[src/rtl/hack_mem_sequencer.sv]
// Shares one single-port synchronous RAM between the single-cycle Hack CPU and a video reader.
// Each instruction is fetch, operand load, then execute; bounded video bursts run between instructions.
module hack_mem_sequencer #(
    parameter int          AW            = 15,
    parameter int          DW            = 16,
    parameter int          VID_MAX_BURST = 4,
    parameter logic [15:0] INSTRET_INIT  = 16'h0000
) (
    input  logic          clk,
    input  logic          rst,
    input  logic [15:0]   cpu_inst_addr,
    input  logic [15:0]   cpu_data_addr,
    input  logic [DW-1:0] cpu_wdata,
    input  logic          cpu_we,
    output logic [DW-1:0] cpu_inst,
    output logic [DW-1:0] cpu_rdata,
    output logic          cpu_ce,
    output logic [15:0]   instret,
    input  logic          vid_req,
    input  logic [AW-1:0] vid_addr,
    output logic          vid_ack,
    output logic          vid_valid,
    output logic [DW-1:0] vid_rdata,
    output logic [AW-1:0] mem_addr,
    output logic [DW-1:0] mem_wdata,
    output logic          mem_we,
    input  logic [DW-1:0] mem_rdata,
    output logic [2:0]    dbg_state
);

    // Video handshake: vid_req is a level request; vid_ack marks the cycle vid_addr is
    // taken, and vid_valid/vid_rdata carry that word exactly one cycle later.
    localparam int CW = $clog2(VID_MAX_BURST + 1);

    typedef enum logic [2:0] {
        FETCH  = 3'd0,
        LOAD_I = 3'd1,
        LOAD_D = 3'd2,
        EXEC   = 3'd3,
        VIDEO  = 3'd4
    } state_t;

    state_t        state;
    state_t        state_next;
    logic [CW-1:0] vid_cnt;
    logic          last_grant;

    assign last_grant = (vid_cnt == CW'(VID_MAX_BURST - 1));
    assign mem_wdata  = cpu_wdata;
    assign vid_rdata  = mem_rdata;
    assign dbg_state  = state;

    always_ff @(posedge clk) begin
        if (rst) begin
            state <= FETCH;
        end else begin
            state <= state_next;
        end
    end

    always_comb begin
        state_next = state;
        case (state)
            FETCH:   state_next = LOAD_I;
            LOAD_I:  state_next = LOAD_D;
            LOAD_D:  state_next = EXEC;
            EXEC:    state_next = vid_req ? VIDEO : FETCH;
            VIDEO: begin
                if (!vid_req || last_grant) begin
                    state_next = FETCH;
                end
            end
            default: state_next = FETCH;
        endcase
    end

    // Strobes are masked by rst so a reset mid-instruction never writes or retires.
    always_comb begin
        mem_addr = cpu_inst_addr[AW-1:0];
        mem_we   = 1'b0;
        cpu_ce   = 1'b0;
        vid_ack  = 1'b0;
        case (state)
            FETCH:   mem_addr = cpu_inst_addr[AW-1:0];
            LOAD_I,
            LOAD_D:  mem_addr = cpu_data_addr[AW-1:0];
            EXEC: begin
                mem_addr = cpu_data_addr[AW-1:0];
                mem_we   = cpu_we & ~rst;
                cpu_ce   = ~rst;
            end
            VIDEO: begin
                mem_addr = vid_addr;
                vid_ack  = vid_req & ~rst;
            end
            default: mem_addr = cpu_inst_addr[AW-1:0];
        endcase
    end

    // RAM data arrives one cycle after its address, so each latch happens one state later.
    always_ff @(posedge clk) begin
        if (rst) begin
            cpu_inst  <= '0;
            cpu_rdata <= '0;
            instret   <= INSTRET_INIT;
            vid_cnt   <= '0;
            vid_valid <= 1'b0;
        end else begin
            vid_valid <= vid_ack;
            if (state == LOAD_I) begin
                cpu_inst <= mem_rdata;
            end
            if (state == LOAD_D) begin
                cpu_rdata <= mem_rdata;
            end
            if (cpu_ce) begin
                instret <= instret + 16'd1;
                vid_cnt <= '0;
            end else if (vid_ack) begin
                vid_cnt <= vid_cnt + 1'b1;
            end
        end
    end

endmodule

[config.mk]
export PLATFORM = sky130hd
export DESIGN_NAME = hack_mem_sequencer
export DESIGN_NICKNAME = d
export VERILOG_FILES = /design/src/rtl/hack_mem_sequencer.sv
export SDC_FILE = /design/constraint.sdc
export NUM_CORES = 1
export LEC_CHECK = 0
export CORE_MARGIN = 3
export CORE_UTILIZATION = 39
export DETAILED_ROUTE_END_ITERATION = 8
export PLACE_DENSITY = 0.95
export SLEW_MARGIN = 10
export SYNTH_ARGS = -nofsm -noshare
export SYNTH_HDL_FRONTEND = slang
export SYNTH_SLANG_ARGS = --single-unit
[constraint.sdc]
create_clock -name clk -period 2.6 [get_ports clk]
set_input_delay 0.39 -clock clk [delete_from_list [all_inputs] [get_ports clk]]
set_output_delay 0.39 -clock clk [all_outputs]
set_load 0.05 [all_outputs]
==> impl_metrics.py, run 1 <==
metrics = {
    "sta": {
        "worst_slew_pin_slew_ns": 0.5638,
        "relSlewSlack_pct": 62.29,
        "hold_viol": 0,
        "finalCriticalPeriod_ns": 2.440,
        "setup-tns-final_ns": 0,
        "finClkSkew_ns": 0.01069,
        "finalSetupViolCount": 0,
        "report.final.slew_viol_count": 0,
        "rsz0062_at_grt": "no",
        "max_freq_mhz": 409.8,
        "finalCritPeriodShare_pct": 93.85,
    },
    "synthesis": {
        "yosysTopAreaCellShare_pct": 38.51,
        "yosysTopAreaCell": "dfxtp_1",
        "netlist_area_um2": 2859,
        "synth_area_per_cell_um2": 7.665,
        "netlist_top_cells_area": "dfxtp_1 (39%), nand2_1 (13%), buf_4 (8.7%)",
        "synth-seq-cells": 55,
        "yosysWarningCount": 0,
        "synth_async_sr_flop_share_pct": 0,
        "netlist_instances": 373,
        "yosysSeqAreaShare_pct": 38.51,
        "synth_edf_count": 0,
        "yosys_most_used_dff": "dfxtp_1",
        "synth.distinct_cells": 40,
        "syn-num-nets": 459,
    },
    "cts": {
        "cts_resized": 0,
        "cts_max_path_buffers": 2,
        "cts_buffers": 5,
        "cts_tree": "built",
        "cts_hold_buf": 0,
        "cts_setup_buffers": 0,
        "cts.sinks": 55,
        "clk_latency_ns": 0.30,
        "clk_pin_slew_worst_paths_ns": 0.10,
        "clockRootBuffer": "clkbuf_8",
        "h-tree-depth": 2,
    },
    "cells_and_area": {
        "utilization_pct": 65.50,
        "area_growth_pct": 59.08,
        "nets": 566,
        "drive_gt1_share_pct": 13.31,
        "fill_cells": 543,
        "antenna_cells": 0,
    },
    "grt": {
        "track_usage_pct": 18.70,
        "grt_pass1_vias": 2849,
        "grt_start_max_net_pins": 33,
        "grt_overflow": 0,
        "grt_pass1_wl_um": 13190,
        "antenna_found_initial": 0,
    },
    "power_and_ir_drop": {
        "p_per_area_nw_per_um2": 533.1,
        "switching_share_pct": 36.19,
        "leakage_nw": 1.616,
        "p_total_w": 0.002425,
        "combPwrFrac_pct": 39.5,
        "sequentialPowerShare_pct": 37.2,
        "peakVddDrop_mv": 0.2631,
        "p_switching_w": 0.0008776,
        "p_int_w": 0.001547,
        "clkPwrFrac_pct": 23.3,
    },
    "detailed_routing": {
        "first_pass_iters": 6,
        "top_layer": "met4",
        "num_vias": 2985,
        "avgViaCountPerCell": 5.173,
        "wl_met3_um": 785,
        "ant_nets": 0,
        "met2WireLength_um": 4147,
        "drtIter0Drc": 66,
        "drt-met1-wl_um": 3020,
        "wirelength_um": 8101,
        "post_drt_wl_per_cell_um": 14.04,
        "drc_errors": 0,
    },
    "critical_path": {
        "endpoint_kind": "primary output",
        "r2r_start": "dbg_state[2]",
        "path_class": "flip-flop to primary output",
        "arrival_ns": 2.05,
        "ff2ff_path_depth": 4,
        "cp.required_ns": 2.21,
        "rrSetupSlack_ns": 0.64,
        "cp_max_fo": 30,
        "crit-reg2reg-capture": "vid_cnt[2]",
        "setup.worst_path.start_class": "flip-flop",
    },
    "die": {
        "dieArea_um2": 8394,
        "start_util_pct": 41.17,
        "die_h_um": 91.62,
        "rows": 30,
        "ioPinCount": 185,
        "die_w_um": 91.62,
        "core_um2": 6944,
    },
    "status": {
        "status": "completed",
    },
    "worst_hold_path": {
        "min_path_type": "input pin to flip-flop",
        "min_path_cells": 2,
        "min_to": "instret[14]",
        "hp-start": "rst",
    },
    "place": {
        "io_buffers": 150,
        "place.gp.congestion": 0.8253,
        "hpwl_um": 6566,
    },
    "run": {
        "cap_viol_max_count": 0,
    },
}
-- cell families (layout without fill, tap and decap cells) --
| family | after synthesis | after routing | share of synthesized area (%) |
|---|---|---|---|
| AOI/OAI and AO/OA | 75 | 75 | 15.36 |
| xor gates and xnor gates | 10 | 10 | 3.064 |
| adders and majority gates | 3 | 3 | 1.313 |
| buffers and inverters | 62 | 170 | 12.52 |
| DFF | 55 | 55 | 38.51 |
| muxes | 3 | 3 | 1.094 |
| and+or+nand+nor | 165 | 165 | 28.14 |
-- worst max path at each step --
stage	startpoint	to	slack (ns)
after global placement	mem_rdata[5]	vid_rdata[5]	0.45
after detailed placement	mem_rdata[5]	vid_rdata[5]	0.46
after CTS	dbg_state[1]	mem_addr[3]	0.17
final	dbg_state[1]	mem_addr[3]	0.16
after floorplan	dbg_state[1]	mem_addr[0]	-0.02
after global routing	dbg_state[1]	mem_addr[8]	0.03
-- registers in the layout, summed over array words and instances (netlist names) --
signal,cells
cpu_inst,16
dbg_state,3
cpu_rdata,16
instret,16
vid_cnt,3
vid_valid,1
-- critical path, stage by stage, from the launching register on --
cell	delay [ns]
dfxtp_1	0.37
or2_2	0.48
and2_0	0.24
a211oi_1	0.40
a31oi_4	0.04
buf_4	0.21
-- power by group through the flow --
stage	sequential [W]	combinational [W]	clock, W
finish	0.000902	0.000957	0.000565
global route	0.000907	0.00101	0.000622
CTS	0.000902	0.000965	0.000590
detailed placement	0.000922	0.000964	0
global placement	0.000919	0.000945	0
floorplan	0.00104	0.000541	0
-- through the flow --
step	setup slack, ns	hold slack (ns)	cell area, µm²	cells
after detailed placement	0.4621	0.4463	4433	569
after global placement	0.4549	0.4417	4433	569
after CTS	0.1686	0.3703	4548	577
after floorplan	-0.02321	0.4788	3028	373
after global routing	0.03347	0.3792	4548	577
final	0.1599	0.3855	4548	577
-- layout make-up --
cell class	count	area, µm²	area share (%)
Clock buffer	5	68.82	1.513
Clock inverter	3	46.29	1.018
Inverter	4	15.01	0.3301
Multi-Input combinational cell	256	1582	34.77
Sequential cell	55	1102	24.24
Tap cell	96	120.1	2.641
Timing Repair Buffer	158	1614	35.49
-- cells in the final DEF, fill, tap and decap left out, types with 3 or more instances in the layout --
master / n
a31oi_4: 9
or3_2: 3
ha_1: 3
buf_4: 17
clkdlybuf4s50_1: 132
and2_1: 11
xnor2_1: 7
nor4_1: 3
inv_1: 4
o21ai_0: 4
a31oi_2: 5
nor3_1: 5
dfxtp_1: 54
a21oi_1: 38
a211oi_1: 15
and2_0: 5
clkbuf_8: 5
xor2_1: 3
nand2_1: 100
nand4_1: 4
buf_12: 8
nor2_1: 10
-- synthesized netlist by cell type, types with 5 or more instances --
library cell,count
a31oi_1,16
a211oi_1,15
dfxtp_1,55
and2_0,5
nand2_1,100
and2_1,11
buf_4,33
nor3_1,5
clkbuf_1,24
nor2_1,12
a21oi_1,38
xnor2_1,7
-- metal layers --
metal,vias to the layer above,global-route usage (%)
met4,0,6.407
met5,-,0
met1,1391,19.47
li1,1442,-
met2,138,34.27
met3,14,6.891
Power figures use the tool's default switching activity.
==> run 2: changes to the inputs <==
- CORE_UTILIZATION: 39 -> 37
- PLACE_DENSITY: 0.95 -> 0.87
- clock period: 2.6 -> 2.8 ns (I/O delays scaled with it)
==> impl_metrics.py, run 2 (same netlist as run 1, synthesis figures left out) <==
metrics = {
    "status": {
        "status": "completed",
    },
    "cts": {
        "clk_latency_ns": 0.30,
        "cts.sinks": 55,
        "cts_tree": "built",
        "clockRootBuffer": "clkbuf_8",
        "clk_pin_slew_worst_paths_ns": 0.09,
        "cts_setup_buffers": 0,
        "cts_buffers": 5,
        "cts_max_path_buffers": 2,
        "h-tree-depth": 2,
        "cts_hold_buf": 0,
        "cts_resized": 0,
    },
    "cells_and_area": {
        "layout_common_cells": "clkdlybuf4s50_1 (130), nand2_1 (100), dfxtp_1 (55)",
        "drive_gt1_share_pct": 12.47,
        "utilization_pct": 61.48,
        "layout_commonest_cell": "clkdlybuf4s50_1",
        "top_regs": "cpu_inst (16), cpu_rdata (16), instret (16)",
        "fill_cells": 614,
        "area_growth_pct": 58.47,
        "antenna_cells": 0,
        "nets": 566,
    },
    "run": {
        "cap_viol_max_count": 0,
    },
    "critical_path": {
        "worst_path_largest_cell_delay_ns": 0.49,
        "cp_max_fo": 30,
        "cp.required_ns": 2.38,
        "setup.worst_path.start_class": "flip-flop",
        "crit_chain": "or2_2, and2_1, a211oi_1, a31oi_1, buf_12",
        "critical_path.top_delay_family": "simple AND/OR/NAND/NOR gates",
        "path_class": "flip-flop to primary output",
        "arrival_ns": 1.95,
        "endpoint_kind": "primary output",
        "critical_path.n_buffers_inverters": 1,
        "cpMaxStageDelayCell": "or2_2",
    },
    "sta": {
        "finalCritPeriodShare_pct": 84.60,
        "setup-tns-final_ns": 0,
        "finClkSkew_ns": 0.009135,
        "finalSetupViolCount": 0,
        "report.final.slew_viol_count": 0,
        "relSlewSlack_pct": 55.77,
        "max_freq_mhz": 422.2,
        "worst_slew_pin_slew_ns": 0.6574,
        "hold_viol": 0,
        "finalCriticalPeriod_ns": 2.369,
        "rsz0062_at_grt": "no",
    },
    "die": {
        "start_util_pct": 38.79,
        "ioPinCount": 185,
        "core_um2": 7370,
        "rows": 31,
        "dieArea_um2": 8818,
        "die_h_um": 93.91,
        "die_w_um": 93.91,
    },
    "power_and_ir_drop": {
        "clkPwrFrac_pct": 19.9,
        "p_int_w": 0.001374,
        "switching_share_pct": 36.98,
        "p_switching_w": 0.0008063,
        "sequentialPowerShare_pct": 38.3,
        "p_per_area_nw_per_um2": 481.3,
        "combPwrFrac_pct": 41.8,
        "leakage_nw": 1.634,
        "peakVddDrop_mv": 0.2576,
    },
    "detailed_routing": {
        "ant_nets": 0,
        "avgViaCountPerCell": 5.112,
        "drtIter0Drc": 75,
        "wirelength_um": 8090,
        "num_vias": 2965,
        "post_drt_wl_per_cell_um": 13.95,
        "first_pass_iters": 4,
        "drc_errors": 0,
    },
    "place": {
        "place.gp.congestion": 0.8645,
        "io_buffers": 150,
        "hpwl_um": 6368,
    },
    "grt": {
        "grt_start_max_net_pins": 45,
        "antenna_found_initial": 0,
        "grt_pass1_vias": 2845,
        "grt_overflow": 0,
        "grt_pass1_wl_um": 12910,
        "track_usage_pct": 17.96,
    },
    "worst_hold_path": {
        "min_path_type": "flip-flop to flip-flop",
    },
}
run 2: changes by cell type in the layout (fill, tap and decap cells not counted), moves of 2 or more:
cell,before,now
buf_4,17,10
a31oi_1,2,6
buf_12,8,17
a31oi_2,5,10
clkinv_4,0,2
clkdlybuf4s50_1,132,130
a31oi_4,9,0
run 2: per-layer routing:
layer  vias up  global-route usage (%)  part of all wire [%]  routed length, µm
met5         -                       0                     0                  0
met3        17                   6.330                    11                855
met1      1368                   19.40                    37               3033
met2       133                   32.82                    50               4064
met4         0                   5.054                   1.7                136
li1       1447                       -                     -                  -
run 2: cell type report:
cell class / instances / area (µm²) / area share, %
Inverter: 4 / 15.01 / 0.3314
Multi-Input combinational cell: 256 / 1475 / 32.56
Tap cell: 99 / 123.9 / 2.734
Clock inverter: 3 / 25.02 / 0.5523
Clock buffer: 5 / 68.82 / 1.519
Sequential cell: 55 / 1101 / 24.30
Timing Repair Buffer: 158 / 1722 / 38.00
run 2: final timing paths:
path                                    from           end  slack (ns)  cells past startpoint
worst max-delay path            dbg_state[0]  mem_addr[12]        0.43                      5
worst min-delay path            cpu_rdata[3]  cpu_rdata[3]        0.46                      2
worst max register to register  dbg_state[1]    vid_cnt[2]        0.79                      6
worst min register to register  cpu_rdata[3]  cpu_rdata[3]        0.46                      2
run 2: power groups by stage:
stage	clock (W)	sequential, W	combinational [W]
after floorplan	0	0.000970	0.000468
after global placement	0	0.000851	0.000903
after detailed placement	0	0.000854	0.000916
after CTS	0.000457	0.000835	0.000918
after global routing	0.000484	0.000840	0.000961
final	0.000435	0.000835	0.000910
run 2: worst reg2reg max path, delay by kind of cell (launching register included):
family,cells,cell delay (ns)
and+or+nand+nor,3,0.76
buffers and inverters,2,0.43
AOI/OAI and AO/OA,1,0.38
DFF,1,0.32
run 2: metrics by stage:
stage	total power [W]	area (µm²)	hold WS (ns)	worst slack, ns	cells
after floorplan	0.001437	2922	0.4788	0.1445	373
after global placement	0.001755	4437	0.4423	0.6029	572
final	0.002181	4531	0.4614	0.4313	580
after CTS	0.002211	4531	0.4621	0.4061	580
after detailed placement	0.001769	4437	0.4470	0.6037	572
after global routing	0.002284	4531	0.4815	0.2936	580
